--- config.mk ---
export PLATFORM = sky130hd
export DESIGN_NAME = score_accumulator
export DESIGN_NICKNAME = d
export VERILOG_FILES = /design/src/rtl/score_accumulator.sv
export SDC_FILE = /design/constraint.sdc
export NUM_CORES = 2
export LEC_CHECK = 0
export CAP_MARGIN = 20
export CELL_PAD_IN_SITES_DETAIL_PLACEMENT = 2
export CELL_PAD_IN_SITES_GLOBAL_PLACEMENT = 2
export CORE_MARGIN = 8
export CORE_UTILIZATION = 38
export DETAILED_ROUTE_END_ITERATION = 6
export PLACE_DENSITY = 0.86
export SYNTH_ARGS = -nofsm -noshare
export SYNTH_HDL_FRONTEND = slang
export SYNTH_SLANG_ARGS = --single-unit
--- constraint.sdc ---
create_clock -name clk -period 7.5 [get_ports clk]
set_input_delay 1.5 -clock clk [delete_from_list [all_inputs] [get_ports clk]]
set_output_delay 1.5 -clock clk [all_outputs]
set_load 0.1 [all_outputs]
--- src/rtl/score_accumulator.sv ---
// Ten-class streaming dot-product accumulator feeding the max-select stage.
// Optional build macro ACC_SATURATE_EN: saturating adds instead of wrapping adds.
module score_accumulator #(
    parameter int unsigned N_FEATURES = 784,
    parameter int unsigned PIX_W      = 8,
    parameter int unsigned WT_W       = 8,
    parameter int unsigned ACC_W      = 26
) (
    input  logic               clk,
    input  logic               acc_reset,
    input  logic               start,
    input  logic               in_valid,
    input  logic [PIX_W-1:0]   pixel,
    input  logic [WT_W-1:0]    w0,
    input  logic [WT_W-1:0]    w1,
    input  logic [WT_W-1:0]    w2,
    input  logic [WT_W-1:0]    w3,
    input  logic [WT_W-1:0]    w4,
    input  logic [WT_W-1:0]    w5,
    input  logic [WT_W-1:0]    w6,
    input  logic [WT_W-1:0]    w7,
    input  logic [WT_W-1:0]    w8,
    input  logic [WT_W-1:0]    w9,
    output logic               busy,
    output logic               acc_done,
    output logic [ACC_W-1:0]   out0,
    output logic [ACC_W-1:0]   out1,
    output logic [ACC_W-1:0]   out2,
    output logic [ACC_W-1:0]   out3,
    output logic [ACC_W-1:0]   out4,
    output logic [ACC_W-1:0]   out5,
    output logic [ACC_W-1:0]   out6,
    output logic [ACC_W-1:0]   out7,
    output logic [ACC_W-1:0]   out8,
    output logic [ACC_W-1:0]   out9
);

    localparam int unsigned N_CLASS = 10;
    localparam int unsigned PROD_W  = PIX_W + WT_W + 1;
    localparam int unsigned CNT_W   = (N_FEATURES > 1) ? $clog2(N_FEATURES) : 1;
    localparam logic [CNT_W-1:0] CNT_LAST = CNT_W'(N_FEATURES - 1);

    typedef enum logic [1:0] {
        S_IDLE  = 2'd0,
        S_ACCUM = 2'd1,
        S_DONE  = 2'd2
    } state_e;

    state_e                    state_q, state_d;
    logic [CNT_W-1:0]          cnt_q, cnt_d;
    logic signed [ACC_W-1:0]   acc_q [N_CLASS];
    logic signed [ACC_W-1:0]   acc_d [N_CLASS];
    logic signed [PROD_W-1:0]  prod_c [N_CLASS];
    logic signed [ACC_W-1:0]   addend_c [N_CLASS];
    logic signed [ACC_W-1:0]   sum_c [N_CLASS];
    logic [WT_W-1:0]           wt [N_CLASS];
    logic signed [PIX_W:0]     pix_s;
    logic                      clear_c;
    logic                      beat_c;
    logic                      last_beat_c;

    assign wt[0] = w0;
    assign wt[1] = w1;
    assign wt[2] = w2;
    assign wt[3] = w3;
    assign wt[4] = w4;
    assign wt[5] = w5;
    assign wt[6] = w6;
    assign wt[7] = w7;
    assign wt[8] = w8;
    assign wt[9] = w9;

    assign out0 = acc_q[0];
    assign out1 = acc_q[1];
    assign out2 = acc_q[2];
    assign out3 = acc_q[3];
    assign out4 = acc_q[4];
    assign out5 = acc_q[5];
    assign out6 = acc_q[6];
    assign out7 = acc_q[7];
    assign out8 = acc_q[8];
    assign out9 = acc_q[9];

    // Start only acts outside ACCUM; a frame cannot be aborted by start.
    assign clear_c     = start && (state_q != S_ACCUM);
    assign beat_c      = in_valid && (state_q == S_ACCUM);
    assign last_beat_c = beat_c && (cnt_q == CNT_LAST);
    assign pix_s       = $signed({1'b0, pixel});

    // Per-class product and add; the pixel is zero-extended so it is never negative.
`ifdef ACC_SATURATE_EN
    localparam int unsigned GW = ACC_W + 1;
    localparam logic signed [ACC_W-1:0] ACC_MAX = {1'b0, {(ACC_W-1){1'b1}}};
    localparam logic signed [ACC_W-1:0] ACC_MIN = {1'b1, {(ACC_W-1){1'b0}}};
    logic signed [GW-1:0] sum_g_c [N_CLASS];

    always_comb begin
        for (int i = 0; i < N_CLASS; i++) begin
            prod_c[i]   = PROD_W'(pix_s) * PROD_W'($signed(wt[i]));
            addend_c[i] = ACC_W'(prod_c[i]);
            sum_g_c[i]  = GW'(acc_q[i]) + GW'(addend_c[i]);
            if (sum_g_c[i][ACC_W] != sum_g_c[i][ACC_W-1]) begin
                sum_c[i] = sum_g_c[i][ACC_W] ? ACC_MIN : ACC_MAX;
            end else begin
                sum_c[i] = sum_g_c[i][ACC_W-1:0];
            end
        end
    end
`else
    always_comb begin
        for (int i = 0; i < N_CLASS; i++) begin
            prod_c[i]   = PROD_W'(pix_s) * PROD_W'($signed(wt[i]));
            addend_c[i] = ACC_W'(prod_c[i]);
            sum_c[i]    = acc_q[i] + addend_c[i];
        end
    end
`endif

    // Accumulator and beat counter next-state.
    always_comb begin
        cnt_d = cnt_q;
        for (int i = 0; i < N_CLASS; i++) begin
            acc_d[i] = acc_q[i];
        end
        if (clear_c) begin
            cnt_d = '0;
            for (int i = 0; i < N_CLASS; i++) begin
                acc_d[i] = '0;
            end
        end else if (beat_c) begin
            cnt_d = last_beat_c ? '0 : cnt_q + CNT_W'(1);
            for (int i = 0; i < N_CLASS; i++) begin
                acc_d[i] = sum_c[i];
            end
        end
    end

    always_ff @(posedge clk) begin
        if (acc_reset) begin
            cnt_q <= '0;
            for (int i = 0; i < N_CLASS; i++) begin
                acc_q[i] <= '0;
            end
        end else begin
            cnt_q <= cnt_d;
            for (int i = 0; i < N_CLASS; i++) begin
                acc_q[i] <= acc_d[i];
            end
        end
    end

    // FSM state register.
    always_ff @(posedge clk) begin
        if (acc_reset) begin
            state_q <= S_IDLE;
        end else begin
            state_q <= state_d;
        end
    end

    // FSM next state.
    always_comb begin
        state_d = state_q;
        case (state_q)
            S_IDLE:  if (start) state_d = S_ACCUM;
            S_ACCUM: if (last_beat_c) state_d = S_DONE;
            S_DONE:  if (start) state_d = S_ACCUM;
            default: state_d = S_IDLE;
        endcase
    end

    // Status outputs decoded from the state register.
    always_comb begin
        busy     = 1'b0;
        acc_done = 1'b0;
        case (state_q)
            S_ACCUM: busy     = 1'b1;
            S_DONE:  acc_done = 1'b1;
            default: ;
        endcase
    end

endmodule
-- Yosys cells after proc, flatten, opt, wreduce, memory -nomap -nowiden
Memories as Yosys holds them, arrays and structs flattened.
Index checks and enable logic that the tools add are counted.
- memories: 1
- register bits after elaboration: 12
- word-level logic and storage cells: 68
- bits in read-only memories: 0
- input port bits: 92
- latch bits: 0
- memory bits (writable): 260
- memories (name ; depth ; width ; read ports ; clocked after Yosys merged registers in ; write ports ; RTL line ; text):
    acc_q ; 10 ; 26 ; 10 ; 0 ; 10 ; 51 ; logic signed [ACC_W-1:0] acc_q [N_CLASS];
- equal/unequal tests: 6
- shift-type cells: 0
- multipliers: 10
- multiplexer cells: 21
- reduce and logical (&&, ||, !) cells: 7
- divide/modulo/power cells: 0
- magnitude comparators: 0
- $add $sub $neg: 11
- bitwise logic cells: 10
- operators with widths (kind ; count):
    260-bit two-way mux ; 2
    26-bit by 17-bit adder with 26-bit output ; 10
    26-bit two-way mux ; 10
    9-bit by 8-bit multiplier with 17-bit output ; 10
    10-bit by 1-bit adder with 10-bit output, second input constant ; 1
    10-bit equality test, second input constant ; 1
    10-bit two-way mux ; 1
    1-bit OR ; 10
    1-bit two-way mux ; 5
    2-bit two-way mux ; 2
    2-bit by 1-bit inequality test with 1-bit output, second input constant ; 2
    2-bit one-hot mux with 2 select lines ; 1
    2-bit OR reduction ; 2
    1-bit logical AND ; 3
    2-bit by 1-bit equality test with 1-bit output, second input constant ; 1
    2-bit equality test, second input constant ; 1
    2-bit logical NOT ; 1
    2-bit inequality test, second input constant ; 1
    2-bit AND reduction ; 1

-- Logic depth before layout (Yosys ltp)
- depth in word-level cells: 5
- gate-level depth with buffers: 23

-- Least setup slack after synthesis
Ideal clock, no wire load.
- path type: input to register
- start: in pixel[7]
- end: mem acc_q[2][25]
- data required time: 7.370 ns
- library setup time: 0.130 ns
- slack: 0.464 ns
- cell stages on the path: 20
- arrival time: 6.905 ns
- cells stage by stage: clkbuf_1 -> clkbuf_1 -> clkbuf_1 -> nand2_1 -> fa_1 -> inv_1 -> fa_1 -> fa_1 -> fa_1 -> fa_1 -> ha_1 -> and2_4 -> a221oi_2 -> a2111oi_2 -> or4_1 -> a211oi_2 -> a21bo_1 -> o21a_2 -> xor2_1 -> o31ai_2
- RTL lines (what ; RTL line ; text):
    start: declaration ; 13 ; input logic [PIX_W-1:0] pixel,
    end: declaration ; 51 ;

==> results.cfg <==
[global_route]
grt_pass1_wl_mm = 271
grt-ovfl-total = 0
grt_pass1_vias = 45700
grt_max_degree = 138
grt_use_total_pct = 27.5
antenna_found_initial = 20

[route]
highest_layer = met5
drt_first_pass_iters = 5
vias_per_cell = 5.53
drtAntennaViolNets = 0
routedWlPerCell_um = 25.5
drt-initial-drc-count = 1433
wl_mm = 174
route.met2.wl_mm = 89.2
met3_length_mm = 7.51
vias = 37700
wl_met1_mm = 68.3
drc = 0

[hold_path]
hold_start = acc_q[6][1]
whs_endpoint = acc_q[6][1]
min_path_type = reg -> reg
min_path_cells = 2

[setup_path]
end_kind = register
cp_num_buf_inv = 5
startpoint_type = input port
r2r_slack_ns = 1.41
critPathKind = in -> reg
crit_slowest_cell = clkdlybuf4s50_1
cp_cell_sequence = clkdlybuf4s50_1 -> nand2_1 -> fa_1 -> inv_1 -> fa_1 -> ha_1 -> inv_1 -> fa_1 -> inv_1 -> ha_1 -> ha_1 -> fa_1 -> a21oi_1 -> nor2_1 -> a211oi_1 -> buf_4 -> o31ai_1 -> a221o_1 -> a21oi_1 -> o21ai_1 -> xnor2_1 -> o21ai_1
cpPeakStageDelay_ns = 0.82
ff2ff_path_depth = 21
crit_top_cell = fa_1
rr_endpoint = acc_q[8][24]
critPathRequiredTime_ns = 7.99
crit_fanout = 5
arrival_ns = 7.74
r2r_start = acc_q[8][6]
cpLargestDelayFamily = adder cells

[timing]
max_slew.worst_pin.slew_ns = 1.14
skew_ns = 0.0174
tns_ns = 0
rsz0062_at_grt = no
layout_setup_ws_ns = 0.245
period_share_pct = 96.7
hold_viol = 0
fmax_mhz = 138
report.final.setup_viol = 0
fin_crit_ns = 7.26
drv_slew = 0
slew_headroom_pct = 23.6

[yosys]
synth_cells = 4930
async_flop_share_pct = 0
synthesis.nets = 6375
ys_ff_latch = 272
synthesis.area_sq_mm = 0.0430
ys_types = 81
yosys_warnings = 0
syn_area_per_cell_sq_um = 8.73
synth_edf_count = 0
netlist.area_leader.share_pct = 24.5
ys_seq_area_share_pct = 12.7
synth_top_area_cell = ha_1
netlist_top_cells_area = ha_1 24%, fa_1 24%, dfxtp_1 13%
ys.flop_type = dfxtp_1

[layout]
mostFrequentLayoutCell = ha_1
nets = 6704
mostFrequentLayoutCells = 841 x ha_1, 701 x nand2_1, 698 x inv_1
syn_to_final_growth_pct = 16.8
drive_gt1_share_pct = 4.33
fin_util_pct = 44.7

[power_and_ir_drop]
peakVddDrop_uv = 201
power_density_mw_per_mm2 = 259
leakagePower_uw = 0.0253

[clock_tree]
numCtsBuffers = 44
clk_pin_slew_ns = 0.06
hold_buffers = 0
clk_latency_ns = 0.63
htreeDepth = 2
clock-sinks = 272
clockBufferDepth = 3
cts-root-buf = clkbuf_16
cts_tree = built
post-cts-setup-buffers = 0

[die]
io_pins = 354
die_x_um = 352
die-area_sq_mm = 0.124
rows = 123
die_h_um = 352
design.core.area_sq_mm = 0.112
initial_core_util_pct = 38.3

[flow_run]
drv_cap = 0

[placed_design]
place_congestion = 0.836
dp_hpwl_mm = 132
pre_cts_slack_ns = -0.189
io_buffers = 353

[run_status]
status = finished clean
area by class of cell:
class | instances | area, sq um
fillers | 12200 | 62100
multi-input cells | 3784 | 34400
flip-flops and latches | 272 | 5450
repair buffers | 458 | 4440
inverters | 699 | 2620
well taps | 1500 | 1880
clock buffers | 60 | 1220
clock inverters | 19 | 235
diodes | 14 | 35.0
cells by family (layout without fill, tap and decap cells):
| family | count (synthesis) | count (layout) | share of synthesized area [%] |
|---|---|---|---|
| AOI/OAI and AO/OA | 764 | 764 | 11.1 |
| xor gates and xnor gates | 211 | 211 | 4.30 |
| adders and majority gates | 1353 | 1353 | 48.3 |
| buffers and inverters | 874 | 1236 | 7.62 |
| DFF | 272 | 272 | 12.7 |
| muxes | 11 | 11 | 0.259 |
| other | 0 | 14 | 0 |
| and+or+nand+nor | 1445 | 1445 | 15.7 |
routing by layer:
metal | global-route usage (%) | vias up
met5 | 0 | -
met4 | 13.1 | 8
met3 | 4.21 | 448
met2 | 50.5 | 927
met1 | 31.0 | 19500
li1 | - | 16800
cells in the mapped netlist, types with 29 or more instances:
master    count
nand3_1      51
fa_1        512
o21ai_0      83
nor3_1       38
ha_1        841
clkbuf_1    145
nand2_1     703
and3_1       34
a21o_1      107
dfxtp_1     272
xnor2_1     128
inv_1       698
nand2b_1     40
a21oi_1     324
and2_1      297
xor2_1       83
o21ai_1      39
buf_1        30
nor2_1      182
a211oi_1     29
how the worst max path moves through the flow:
| stage | from | end | cells past startpoint |
|---|---|---|---|
| floorplan | pixel[7] | acc_q[2][25] | 20 |
| global placement | w0[7] | acc_q[0][22] | 17 |
| detailed placement | w0[7] | acc_q[0][22] | 17 |
| CTS | w8[0] | acc_q[8][24] | 22 |
| global route | w8[2] | acc_q[8][24] | 20 |
| finish | w6[1] | acc_q[6][22] | 22 |
sequential cells by signal (all words and copies together), names as in the netlist:
signal / count
cnt_q: 10
state_q: 2
acc_q: 260
worst min-delay path, delay by kind of cell (launching register included):
family / cells / cell delay (ns)
AO/OA/AOI/OAI: 1 / 0.06
AND/OR/NAND/NOR: 1 / 0.06
flip-flops: 1 / 0.32
timing repair:
item | in CTS | in global routing
resized for setup | 0 | 1
endpoints found under the hold margin | 0 | 0
setup endpoints to repair | 0 | 1
metrics by stage:
step / power [uW] / hold slack (ns) / cells / instance area [sq um]
floorplan: 7820 / 0.449 / 4930 / 43000
global placement: 9640 / 0.457 / 6713 / 48700
detailed placement: 10500 / 0.473 / 6713 / 48700
CTS: 13100 / 0.485 / 6792 / 50200
global route: 13900 / 0.500 / 6804 / 50200
finish: 13000 / 0.481 / 6806 / 50200
power breakdown:
| part | internal, uW | leakage, uW | switching, uW |
|---|---|---|---|
| combinational | 3500 | 0.0224 | 5620 |
| sequential | 1540 | 0.00220 | 131 |
| clock | 1310 | 0.000712 | 909 |
| total | 6350 | 0.0253 | 6660 |
Power figures use the tool's default switching activity.
